### config.mk
export PLATFORM = sky130hd
export DESIGN_NAME = wb_seq_multiplier_flat
export DESIGN_NICKNAME = d
export VERILOG_FILES = /design/src/rtl/wb_seq_multiplier_if.sv /design/src/rtl/wb_seq_multiplier.sv /design/src/flat_wrapper.sv
export SDC_FILE = /design/constraint.sdc
export NUM_CORES = 1
export LEC_CHECK = 0
export CAP_MARGIN = 20
export CORE_MARGIN = 2
export CORE_UTILIZATION = 55
export DETAILED_ROUTE_END_ITERATION = 10
export PLACE_DENSITY = 0.85
export SKIP_CTS_REPAIR_TIMING = 1
export SLEW_MARGIN = 30
export SYNTH_ARGS = -nofsm -noshare
export SYNTH_HDL_FRONTEND = slang
export SYNTH_SLANG_ARGS = --single-unit
### constraint.sdc
create_clock -name wb_clk_i -period 6.2 [get_ports wb_clk_i]
set_input_delay 0.62 -clock wb_clk_i [delete_from_list [all_inputs] [get_ports wb_clk_i]]
set_output_delay 0.62 -clock wb_clk_i [all_outputs]
set_load 0.02 [all_outputs]
### src/rtl/wb_seq_multiplier_if.sv
// wb_seq_multiplier_if: Wishbone slave signal bundle for the sequential multiplier
interface wb_seq_multiplier_if;
    logic        wbs_stb_i;
    logic        wbs_cyc_i;
    logic        wbs_we_i;
    logic [3:0]  wbs_sel_i;
    logic [31:0] wbs_adr_i;
    logic [31:0] wbs_dat_i;
    logic        wbs_ack_o;
    logic [31:0] wbs_dat_o;
    modport master (
        output wbs_stb_i, wbs_cyc_i, wbs_we_i, wbs_sel_i, wbs_adr_i, wbs_dat_i,
        input  wbs_ack_o, wbs_dat_o
    );
    modport slave (
        input  wbs_stb_i, wbs_cyc_i, wbs_we_i, wbs_sel_i, wbs_adr_i, wbs_dat_i,
        output wbs_ack_o, wbs_dat_o
    );
endinterface

### src/rtl/wb_seq_multiplier.sv
// wb_seq_multiplier: Wishbone-mapped shift-add multiplier with signed mode, DONE/IRQ and early termination
module wb_seq_multiplier #(
    parameter int WIDTH      = 8,
    parameter bit EARLY_TERM = 1
) (
    input  logic                 wb_clk_i,
    input  logic                 wb_rst_i,
    wb_seq_multiplier_if.slave   wb,
    output logic                 irq,
    output logic                 busy_o
);
    localparam int P = 2 * WIDTH;
    typedef enum logic [1:0] {IDLE, RUN, FIX} state_t;
    state_t            state_q, state_d;
    logic [WIDTH-1:0]  a_q, a_d, b_q, b_d, mplier_q, mplier_d;
    logic [P-1:0]      mcand_q, mcand_d, acc_q, acc_d, result_q, result_d;
    logic              signed_q, signed_d, ie_q, ie_d, done_q, done_d;
    logic              neg_q, neg_d, op_signed_q, op_signed_d, res_signed_q, res_signed_d;
    logic              ack_q, ack_d;
    logic [4:0]        cnt_q, cnt_d;
    logic [31:0]       dat_q, dat_d;
    logic              req, wr, rd, start, last, unused_ok;
    logic [1:0]        adr;
    logic [WIDTH-1:0]  abs_a, abs_b, shifted;
    logic [P-1:0]      addend, prod;
    logic [31:0]       result_ext;

    assign req        = wb.wbs_stb_i & wb.wbs_cyc_i & ~ack_q;
    assign wr         = req & wb.wbs_we_i;
    assign rd         = req & ~wb.wbs_we_i;
    assign adr        = wb.wbs_adr_i[3:2];
    assign start      = wr && adr == 2'd1 && wb.wbs_dat_i[0] && state_q == IDLE;
    assign abs_a      = (wb.wbs_dat_i[1] && a_q[WIDTH-1]) ? -a_q : a_q;
    assign abs_b      = (wb.wbs_dat_i[1] && b_q[WIDTH-1]) ? -b_q : b_q;
    assign addend     = mplier_q[0] ? mcand_q : '0;
    assign shifted    = mplier_q >> 1;
    assign last       = cnt_q == 5'(WIDTH - 1) || (EARLY_TERM && shifted == '0);
    assign prod       = neg_q ? -acc_q : acc_q;
    assign result_ext = res_signed_q ? 32'(signed'(result_q)) : 32'(result_q);
    assign busy_o     = state_q != IDLE;
    assign irq        = done_q & ie_q;
    assign wb.wbs_ack_o = ack_q;
    assign wb.wbs_dat_o = dat_q;
    assign unused_ok  = ^{wb.wbs_sel_i, wb.wbs_adr_i[31:4], wb.wbs_adr_i[1:0]};

    // Next-state for bus response, registers and the shift-add sequencer
    always_comb begin
        state_d      = state_q;
        a_d          = a_q;
        b_d          = b_q;
        mplier_d     = mplier_q;
        mcand_d      = mcand_q;
        acc_d        = acc_q;
        result_d     = result_q;
        signed_d     = signed_q;
        ie_d         = ie_q;
        done_d       = done_q;
        neg_d        = neg_q;
        op_signed_d  = op_signed_q;
        res_signed_d = res_signed_q;
        cnt_d        = cnt_q;
        ack_d        = req;
        dat_d        = ~rd ? '0 :
                       adr == 2'd0 ? 32'({a_q, b_q}) :
                       adr == 2'd1 ? {22'd0, done_q, busy_o, 5'd0, ie_q, signed_q, 1'b0} :
                       adr == 2'd2 ? result_ext : '0;
        if (wr && adr == 2'd0) begin
            a_d = wb.wbs_dat_i[P-1:WIDTH];
            b_d = wb.wbs_dat_i[WIDTH-1:0];
        end
        if (wr && adr == 2'd1) begin
            signed_d = wb.wbs_dat_i[1];
            ie_d     = wb.wbs_dat_i[2];
        end
        if (rd && adr == 2'd2)
            done_d = 1'b0;
        case (state_q)
            IDLE: if (start) begin
                mcand_d     = P'(abs_a);
                mplier_d    = abs_b;
                acc_d       = '0;
                cnt_d       = '0;
                neg_d       = wb.wbs_dat_i[1] & (a_q[WIDTH-1] ^ b_q[WIDTH-1]);
                op_signed_d = wb.wbs_dat_i[1];
                done_d      = 1'b0;
                state_d     = RUN;
            end
            RUN: begin
                acc_d    = acc_q + addend;
                mcand_d  = mcand_q << 1;
                mplier_d = shifted;
                cnt_d    = cnt_q + 5'd1;
                state_d  = last ? FIX : RUN;
            end
            FIX: begin
                result_d     = prod;
                res_signed_d = op_signed_q;
                done_d       = 1'b1;
                state_d      = IDLE;
            end
            default: state_d = IDLE;
        endcase
    end

    // Register all state; reset discards any in-flight operation
    always_ff @(posedge wb_clk_i) begin
        if (wb_rst_i) begin
            state_q      <= IDLE;
            a_q          <= '0;
            b_q          <= '0;
            mplier_q     <= '0;
            mcand_q      <= '0;
            acc_q        <= '0;
            result_q     <= '0;
            signed_q     <= 1'b0;
            ie_q         <= 1'b0;
            done_q       <= 1'b0;
            neg_q        <= 1'b0;
            op_signed_q  <= 1'b0;
            res_signed_q <= 1'b0;
            cnt_q        <= '0;
            ack_q        <= 1'b0;
            dat_q        <= '0;
        end else begin
            state_q      <= state_d;
            a_q          <= a_d;
            b_q          <= b_d;
            mplier_q     <= mplier_d;
            mcand_q      <= mcand_d;
            acc_q        <= acc_d;
            result_q     <= result_d;
            signed_q     <= signed_d;
            ie_q         <= ie_d;
            done_q       <= done_d;
            neg_q        <= neg_d;
            op_signed_q  <= op_signed_d;
            res_signed_q <= res_signed_d;
            cnt_q        <= cnt_d;
            ack_q        <= ack_d;
            dat_q        <= dat_d;
        end
    end
endmodule

### src/flat_wrapper.sv
// flat-port wrapper written by rule: the top's interface ports become plain ports
module wb_seq_multiplier_flat 
#(
    parameter int WIDTH      = 8,
    parameter bit EARLY_TERM = 1
)
  (wb_clk_i, wb_rst_i, irq, busy_o, wb_wbs_stb_i, wb_wbs_cyc_i, wb_wbs_we_i, wb_wbs_sel_i, wb_wbs_adr_i, wb_wbs_dat_i, wb_wbs_ack_o, wb_wbs_dat_o);
  wb_seq_multiplier_if wb_i ();
  input  logic wb_clk_i;
  input  logic wb_rst_i;
  output logic irq;
  output logic busy_o;
  input wire logic [$bits(wb_i.wbs_stb_i)-1:0] wb_wbs_stb_i;
  input wire logic [$bits(wb_i.wbs_cyc_i)-1:0] wb_wbs_cyc_i;
  input wire logic [$bits(wb_i.wbs_we_i)-1:0] wb_wbs_we_i;
  input wire logic [$bits(wb_i.wbs_sel_i)-1:0] wb_wbs_sel_i;
  input wire logic [$bits(wb_i.wbs_adr_i)-1:0] wb_wbs_adr_i;
  input wire logic [$bits(wb_i.wbs_dat_i)-1:0] wb_wbs_dat_i;
  output wire logic [$bits(wb_i.wbs_ack_o)-1:0] wb_wbs_ack_o;
  output wire logic [$bits(wb_i.wbs_dat_o)-1:0] wb_wbs_dat_o;
  assign wb_i.wbs_stb_i = wb_wbs_stb_i;
  assign wb_i.wbs_cyc_i = wb_wbs_cyc_i;
  assign wb_i.wbs_we_i = wb_wbs_we_i;
  assign wb_i.wbs_sel_i = wb_wbs_sel_i;
  assign wb_i.wbs_adr_i = wb_wbs_adr_i;
  assign wb_i.wbs_dat_i = wb_wbs_dat_i;
  assign wb_wbs_ack_o = wb_i.wbs_ack_o;
  assign wb_wbs_dat_o = wb_i.wbs_dat_o;
  wb_seq_multiplier #(.WIDTH(WIDTH), .EARLY_TERM(EARLY_TERM)) u_core (.wb_clk_i(wb_clk_i), .wb_rst_i(wb_rst_i), .wb(wb_i), .irq(irq), .busy_o(busy_o));
endmodule
Word-level counts from Yosys, hierarchy flattened
Index checks and enable logic that the tools add are counted.
{"block": "word_totals", "reg_bits": 103, "input_bits": 73, "output_inout_bits": 35, "elab_cells": 78}
{"block": "op_classes", "bitwise": 12, "n_reduce_logical": 17, "mux": 21, "n_addsub": 5, "n_eq_ne": 6}
{"cell": "$mux 16", "n": 7}
{"cell": "$pmux 16 s2", "n": 2}
{"cell": "$mux 8", "n": 3}
{"cell": "$add 16x16->16", "n": 1}
{"cell": "$neg 16->16", "n": 1}
{"cell": "$neg 8->8", "n": 2}
{"cell": "$pmux 8 s2", "n": 1}
{"cell": "$pmux 5 s2", "n": 1}
{"cell": "$logic_not 8->1", "n": 1}
{"cell": "$logic_and 1x1->1", "n": 7}
{"cell": "$and 1x1->1", "n": 6}
{"cell": "$reduce_or 6->1", "n": 1}
{"cell": "$add 5x1->5 const B", "n": 1}
{"cell": "$eq 5x3->1 const B", "n": 1}
{"cell": "$mux 5", "n": 1}
{"cell": "$not 1->1", "n": 5}
{"cell": "$eq 2x1->1 const B", "n": 2}
{"cell": "$eq 2x2->1 const B", "n": 2}
{"cell": "$logic_not 2->1", "n": 2}
{"cell": "$mux 2", "n": 2}
{"cell": "$pmux 2 s2", "n": 1}
{"cell": "$reduce_and 2->1", "n": 2}
{"cell": "$reduce_bool 2->1", "n": 2}
{"cell": "$mux 1", "n": 2}
{"cell": "5 further kinds", "n": 5}

Longest topological paths before layout
Gate-level depths: netlist of the first run.
{"block": "logic_depth", "ltp_word": 8, "ltp_mapped": 10, "mapped_depth_nobuf": 9}

Worst setup path after synthesis of the first run
OpenSTA, ideal clock, no wires.
{"block": "synth_timing", "kind": "flip-flop to flip-flop", "start": "register u_core.mplier_q[0]", "end": "register u_core.acc_q[11]", "setup_ns": 0.120, "t_required_ns": 6.080, "slack_ns": 3.839, "period_less_slack_ns": 2.361, "path_buffers": 1, "arrival_time_ns": 2.241, "path_stages_with_launch": 10, "path_cell_list": "dfxtp_1 > clkbuf_1 > nand2_1 > inv_1 > ha_1 > a211oi_1 > o21ai_0 > a21boi_0 > o21ai_0 > a211o_1"}
{"block": "synth_via", "elab_chain_cells": 3}
{"element": "start, declared", "line_no": "wb_seq_multiplier.sv:15", "text": "logic [WIDTH-1:0] a_q, a_d, b_q, b_d, mplier_q, mplier_d;"}
{"element": "start signal, assigned", "line_no": "wb_seq_multiplier.sv:128", "text": "mplier_q <= mplier_d;"}
{"element": "$mux 16", "line_no": "wb_seq_multiplier.sv:35", "text": "assign addend = mplier_q[0] ? mcand_q : '0;"}
{"element": "$add 16x16->16", "line_no": "wb_seq_multiplier.sv:89", "text": "acc_d = acc_q + addend;"}
{"element": "$pmux 16 s2", "line_no": "wb_seq_multiplier.sv:77", "text": "case (state_q)"}
{"element": "end signal, assigned", "line_no": "wb_seq_multiplier.sv:113", "text": "acc_q <= '0;"}
{"element": "end signal, assigned", "line_no": "wb_seq_multiplier.sv:130", "text": "acc_q <= acc_d;"}
{"element": "end, declared", "line_no": "wb_seq_multiplier.sv:16", "text": "logic [P-1:0] mcand_q, mcand_d, acc_q, acc_d, result_q, result_d;"}
No other way between the ends.
A chain may end at the register's enable or synchronous reset.

Worst setup path after layout of the first run
Ends and elaborated chain as after synthesis.

==> qor.yml, run 1 <==
outcome:
  status: "complete, no violations"
finish:
  area_growth_syn_to_layout_pct: 13.0
  nets: 747
  layout.cells.non_filler: 792
  n_fill_cell: 854
  fin_util: 0.630
  diodes: 0
  drive_above_1_share: 0.0531
die:
  core_mm2: 0.00964
  dieArea_mm2: 0.0106
  die_w_um: 103
  rows: 36
  initial_core_util: 0.557
  pin_count: 108
  fp.dieH_um: 103
placement:
  routabilityCongestion: 0.906
  pre_cts_ws_ps: 3070
  placement.io_buffers: 57
  dp_cells: 776
  post-dp-hpwl_um: 9400
synthesis:
  synth_warnings: 0
  seq_area_frac_synth: 0.384
  synth-seq-cells: 103
  yosysMostFrequentCell: "dfxtp_1"
  synth_fp_nets: 727
  synth_edf_count: 0
  ys_top_cells_by_area: "dfxtp_1 (38%), mux2i_1 (6.1%), nor2_1 (5.5%)"
  syn_area_per_cell_um2: 8.47
  synth_commonest_cells: "dfxtp_1 (103), nor2_1 (79), nand2_1 (57)"
  yosys.area.top_type: "dfxtp_1"
  ys.flop_type: "dfxtp_1"
  synthCells: 634
  synthDistinctLibCells: 56
  async_reset_ff_frac: 0
  synth_top_area_frac: 0.384
  synth.cell_area_mm2: 0.00537
worst_setup_path:
  crit_chain: "and2_1 -> ha_1 -> a21oi_1 -> o21ai_0 -> a21boi_0 -> o21ai_0 -> a211o_1"
  slowest_stage: "a21boi_0"
  startpoint_type: "flip-flop"
  critPathKind: "flip-flop to flip-flop"
  crit_buf_inv: 0
  path_max_fanout: 17
  end_kind: "flip-flop"
  critical-path-top-delay-family: "compound AO/OA/AOI/OAI gates"
  worst_ep_required_time_ps: 6470
  worstPathArrival_ps: 3430
  crit_top_cell: "o21ai_0"
  cpPeakStageDelay_ps: 710
drt:
  ant_nets: 0
  routed_wl_um: 12900
  wl_per_cell_um: 16.3
  via_per_inst: 5.88
  drc_errors: 0
  first_pass_iters: 4
  num_vias: 4654
  drt_iter0_drc: 236
sta:
  layout_setup_ws_ps: 3040
  slew_violations: 0
  fin_crit_ps: 3160
  rsz0062_at_grt: "no"
  worst_slew_pin_slew_ps: 808
  slew_headroom: 0.455
  period_share: 0.510
  skew_ps: 14.3
  setup_violations: 0
  clock.fmax_mhz: 316
  tns_ps: 0
  finalHoldViolations: 0
power_and_ir_drop:
  power.density_mw_per_mm2: 184
  power_leakage_nw: 2.33
  vdd_ir_drop_max_mv: 0.100
global_routing:
  grt_usage: 0.255
  grt_pass1_wl_um: 21200
  antenna_found_initial: 0
  grt_pass1_vias: 4325
  grt_start_max_net_pins: 68
  grt_overflow_total: 0
clock_network:
  htreeDepth: 3
  cts_buffer_depth: 2
  clkLatencyLatePin_ps: 370
  cts_root_buf: "clkbuf_8"
  cts.sinks: 103
  clk_pin_slew_worst_paths_ps: 110
  numCtsBuffers: 9
  tritoncts: "done"
run:
  drv_cap: 0
min_path:
  hp-class: "flip-flop to flip-flop"
## cell type report
type                    count  area [um2]  share of cell area
clock buffers              10         128              0.0210
multi-input cells         460        3010               0.495
flip-flops and latches    103        2060               0.340
well taps                 133         166              0.0274
clock inverters             6        53.8             0.00886
inverters                  21        78.8              0.0130
repair buffers             59         576              0.0948
## placed cells by master (no fill, tap or decap), types with 19 or more instances in the layout
cell and n:
a21oi_1 44, clkdlybuf4s50_1 55, dfxtp_1 103, ha_1 19, inv_1 21, mux2i_1 33
nand2_1 57, nor2_1 78, o21ai_0 20, xor2_1 22
## worst paths after layout
path | from | endpoint | cells past startpoint | slack, ps
setup / recovery | u_core.mplier_q[0] | u_core.acc_q[11] | 7 | 3040
hold / removal | u_core.res_signed_q | u_core.res_signed_q | 2 | 460
setup reg to reg | u_core.mplier_q[0] | u_core.acc_q[11] | 7 | 3040
hold reg to reg | u_core.res_signed_q | u_core.res_signed_q | 2 | 460
## worst reg2reg max path, cell delays in order, from the launching register on
cell and delay [ps]:
dfxtp_1 660, and2_1 210, ha_1 270, a21oi_1 340, o21ai_0 400, a21boi_0 710
o21ai_0 200, a211o_1 280
## power by group
part | internal [W] | total [W] | switching [W]
registers | 0.000664 | 0.000669 | 0.00000465
logic | 0.0000227 | 0.0000531 | 0.0000305
clock network | 0.000153 | 0.000395 | 0.000242
total | 0.000840 | 0.00112 | 0.000278
## sequential cells by signal, summed over array words and instances (netlist names)
register,cells
u_core.neg_q,1
u_core.cnt_q,5
u_core.state_q,2
u_core.result_q,16
u_core.ie_q,1
u_core.op_signed_q,1
u_core.done_q,1
u_core.b_q,8
u_core.res_signed_q,1
u_core.mplier_q,8
u_core.a_q,8
u_core.signed_q,1
u_core.wb.wbs_dat_o,17
u_core.mcand_q,16
u_core.wb.wbs_ack_o,1
u_core.acc_q,16
## routing by layer
| metal | wire, um | part of all wire | up-vias | global-route usage |
|---|---|---|---|---|
| met5 | 0 | 0 | - | 0 |
| met4 | 326 | 0.025 | 0 | 0.0972 |
| met3 | 680 | 0.053 | 30 | 0.0346 |
| met2 | 5980 | 0.46 | 148 | 0.417 |
| met1 | 5910 | 0.46 | 2202 | 0.345 |
| li1 | - | - | 2274 | - |
## metrics by stage
step | area, um2 | total power (W) | hold WS (ps)
2_1_floorplan | 5370 | 0.000713 | 431
3_3_place_gp | 5880 | 0.000735 | 440
3_5_place_dp | 5890 | 0.000737 | 446
4_1_cts | 6070 | 0.00112 | 462
5_1_grt | 6070 | 0.00115 | 485
6_report | 6070 | 0.00112 | 463
## logic make-up (layout without fill, tap and decap cells)
family / count (synthesis) / count (layout) / share of synthesized area
adder cells (fa/ha/maj): 20 / 20 / 0.0480
AO/OA/AOI/OAI: 158 / 158 / 0.205
XOR/XNOR: 33 / 33 / 0.0538
AND/OR/NAND/NOR: 216 / 216 / 0.187
buffers and inverters: 71 / 96 / 0.0606
flip-flops: 103 / 103 / 0.384
multiplexers: 33 / 33 / 0.0615
Note: power is estimated with default switching activity, not from simulation.
==> run 2, diff against run 1 <==
--- a/config.mk
+++ b/config.mk
@@ -7,9 +7,9 @@
 export LEC_CHECK = 0
 export CAP_MARGIN = 20
 export CORE_MARGIN = 2
-export CORE_UTILIZATION = 55
+export CORE_UTILIZATION = 47
 export DETAILED_ROUTE_END_ITERATION = 10
-export PLACE_DENSITY = 0.85
+export PLACE_DENSITY = 0.77
 export SKIP_CTS_REPAIR_TIMING = 1
 export SLEW_MARGIN = 30
 export SYNTH_ARGS = -nofsm -noshare
==> constraint.sdc (replaced) <==
create_clock -name wb_clk_i -period 2.9 [get_ports wb_clk_i]
set_input_delay 0.29 -clock wb_clk_i [delete_from_list [all_inputs] [get_ports wb_clk_i]]
set_output_delay 0.29 -clock wb_clk_i [all_outputs]
set_load 0.02 [all_outputs]
==> run 2 against run 1 <==
Compared with the run above:
- design area rose by 2.9%
- cell count up 2.5%
- largest cell class unchanged
- die area is 16% higher
- non-clock buffer count up 12
- critical path type unchanged
- sequential power grew 110%
==> qor.yml, run 2 (synthesized netlist as in run 1, its figures left out) <==
drt:
  routed_wl_um: 13200
  wl_per_cell_um: 16.2
  via_per_inst: 5.73
  drt_iter0_drc: 385
  first_pass_iters: 5
  num_vias: 4652
  ant_nets: 0
  drc_errors: 0
die:
  rows: 39
  die_w_um: 111
  fp.dieH_um: 111
  initial_core_util: 0.477
  pin_count: 108
  dieArea_mm2: 0.0123
  core_mm2: 0.0113
min_path:
  hold_depth: 2
  min-delay-start: "wb_rst_i"
  hp-class: "input port to flip-flop"
  min_to: "u_core.acc_q[5]"
power_and_ir_drop:
  power_leakage_nw: 2.43
  power.density_mw_per_mm2: 425
  vdd_ir_drop_max_mv: 0.278
  fin_total_pwr_w: 0.00265
sta:
  timing.hold.ws_ps: 406
  rsz0062_at_grt: "no"
  fin_crit_ps: 2430
  slew_headroom: 0.594
  tns_ps: 0
  finalHoldViolations: 0
  clock.fmax_mhz: 411
  skew_ps: 8.32
  slew_violations: 0
  period_share: 0.839
  setup_violations: 0
  worst_slew_pin_slew_ps: 608
finish:
  largest_reg_flops: 17
  area_growth_syn_to_layout_pct: 16.2
  diodes: 0
  nets: 759
  drive_above_1_share: 0.0658
  final_cell_mix: "dfxtp_1 (103), nor2_1 (78), nand2_1 (57)"
  final_common_cell: "dfxtp_1"
worst_setup_path:
  rrSetupSlack_ps: 470
  end_kind: "flip-flop"
  rr_endpoint: "u_core.acc_q[14]"
  path_max_fanout: 5
  critPathKind: "flip-flop to flip-flop"
  worstRegToRegCells: 8
  worst_ep_required_time_ps: 3160
  r2r_start: "u_core.acc_q[0]"
  worstPathArrival_ps: 2690
  startpoint: "u_core.acc_q[0]"
  startpoint_type: "flip-flop"
placement:
  post-dp-hpwl_um: 9490
  placement.io_buffers: 57
  routabilityCongestion: 0.881
clock_network:
  htreeDepth: 3
  clk_pin_slew_worst_paths_ps: 70
  tritoncts: "done"
  clkLatencyLatePin_ps: 350
  cts.sinks: 103
  cts_buffer_depth: 2
  cts_root_buf: "clkbuf_16"
  numCtsBuffers: 9
global_routing:
  antenna_found_initial: 0
  grt_pass1_wl_um: 21900
  grt_overflow_total: 0
  grt_pass1_vias: 4428
  grt_usage: 0.219
  grt_start_max_net_pins: 40
run:
  drv_cap: 0
outcome:
  status: "complete, no violations"
-- run 2: changes by cell type in the layout (fill, tap and decap cells not counted), moves of 2 or more --
cell,previous run,this run
clkbuf_16,0,9
clkinv_4,3,1
buf_4,2,14
clkbuf_8,9,0
-- run 2: final cells by class --
type / count / area (um2)
inverters: 21 / 78.8
repair buffers: 71 / 671
flip-flops and latches: 103 / 2060
fillers: 1005 / 5030
clock buffers: 10 / 229
well taps: 143 / 179
clock inverters: 4 / 32.5
multi-input cells: 460 / 2990
-- run 2: worst max-delay path, cell delays in order, from the launching register on --
cell and delay, ps:
dfxtp_1 450, ha_1 230, inv_1 60, fa_1 410
nor2b_1 200, o211ai_1 190, a311oi_1 480, nor3_1 90
o31ai_1 230
-- run 2: worst max path at each step --
| stage | end | slack [ps] |
|---|---|---|
| floorplan | u_core.acc_q[11] | 540 |
| global route | u_core.acc_q[14] | 320 |
| detailed placement | u_core.mcand_q[4] | 320 |
| CTS | u_core.acc_q[14] | 500 |
| global placement | u_core.mcand_q[4] | 370 |
| finish | u_core.acc_q[14] | 470 |
-- run 2: per-layer routing --
| metal | vias to the layer above | GRT usage | share of wire | routed length, um |
|---|---|---|---|---|
| met5 | - | 0 | 0 | 0 |
| met4 | 0 | 0.0825 | 0.026 | 340 |
| met3 | 30 | 0.0465 | 0.062 | 817 |
| met2 | 155 | 0.359 | 0.46 | 6050 |
| met1 | 2151 | 0.284 | 0.45 | 5980 |
| li1 | 2316 | - | - | - |
-- run 2: stage by stage --
step / utilization / std cells / setup slack, ps / instance area (um2)
6_report: 0.554 / 812 / 466 / 6240
3_5_place_dp: 0.531 / 798 / 320 / 5980
3_3_place_gp: 0.531 / 798 / 365 / 5980
4_1_cts: 0.554 / 812 / 501 / 6240
5_1_grt: 0.554 / 812 / 318 / 6240
2_1_floorplan: - / 634 / 539 / 5370
-- run 2: power breakdown --
part	leakage, nW	switching [W]	internal (W)
Clock	0.121	0.000528	0.000577
Combinational	1.47	0.0000658	0.0000523
Sequential	0.830	0.00000872	0.00142
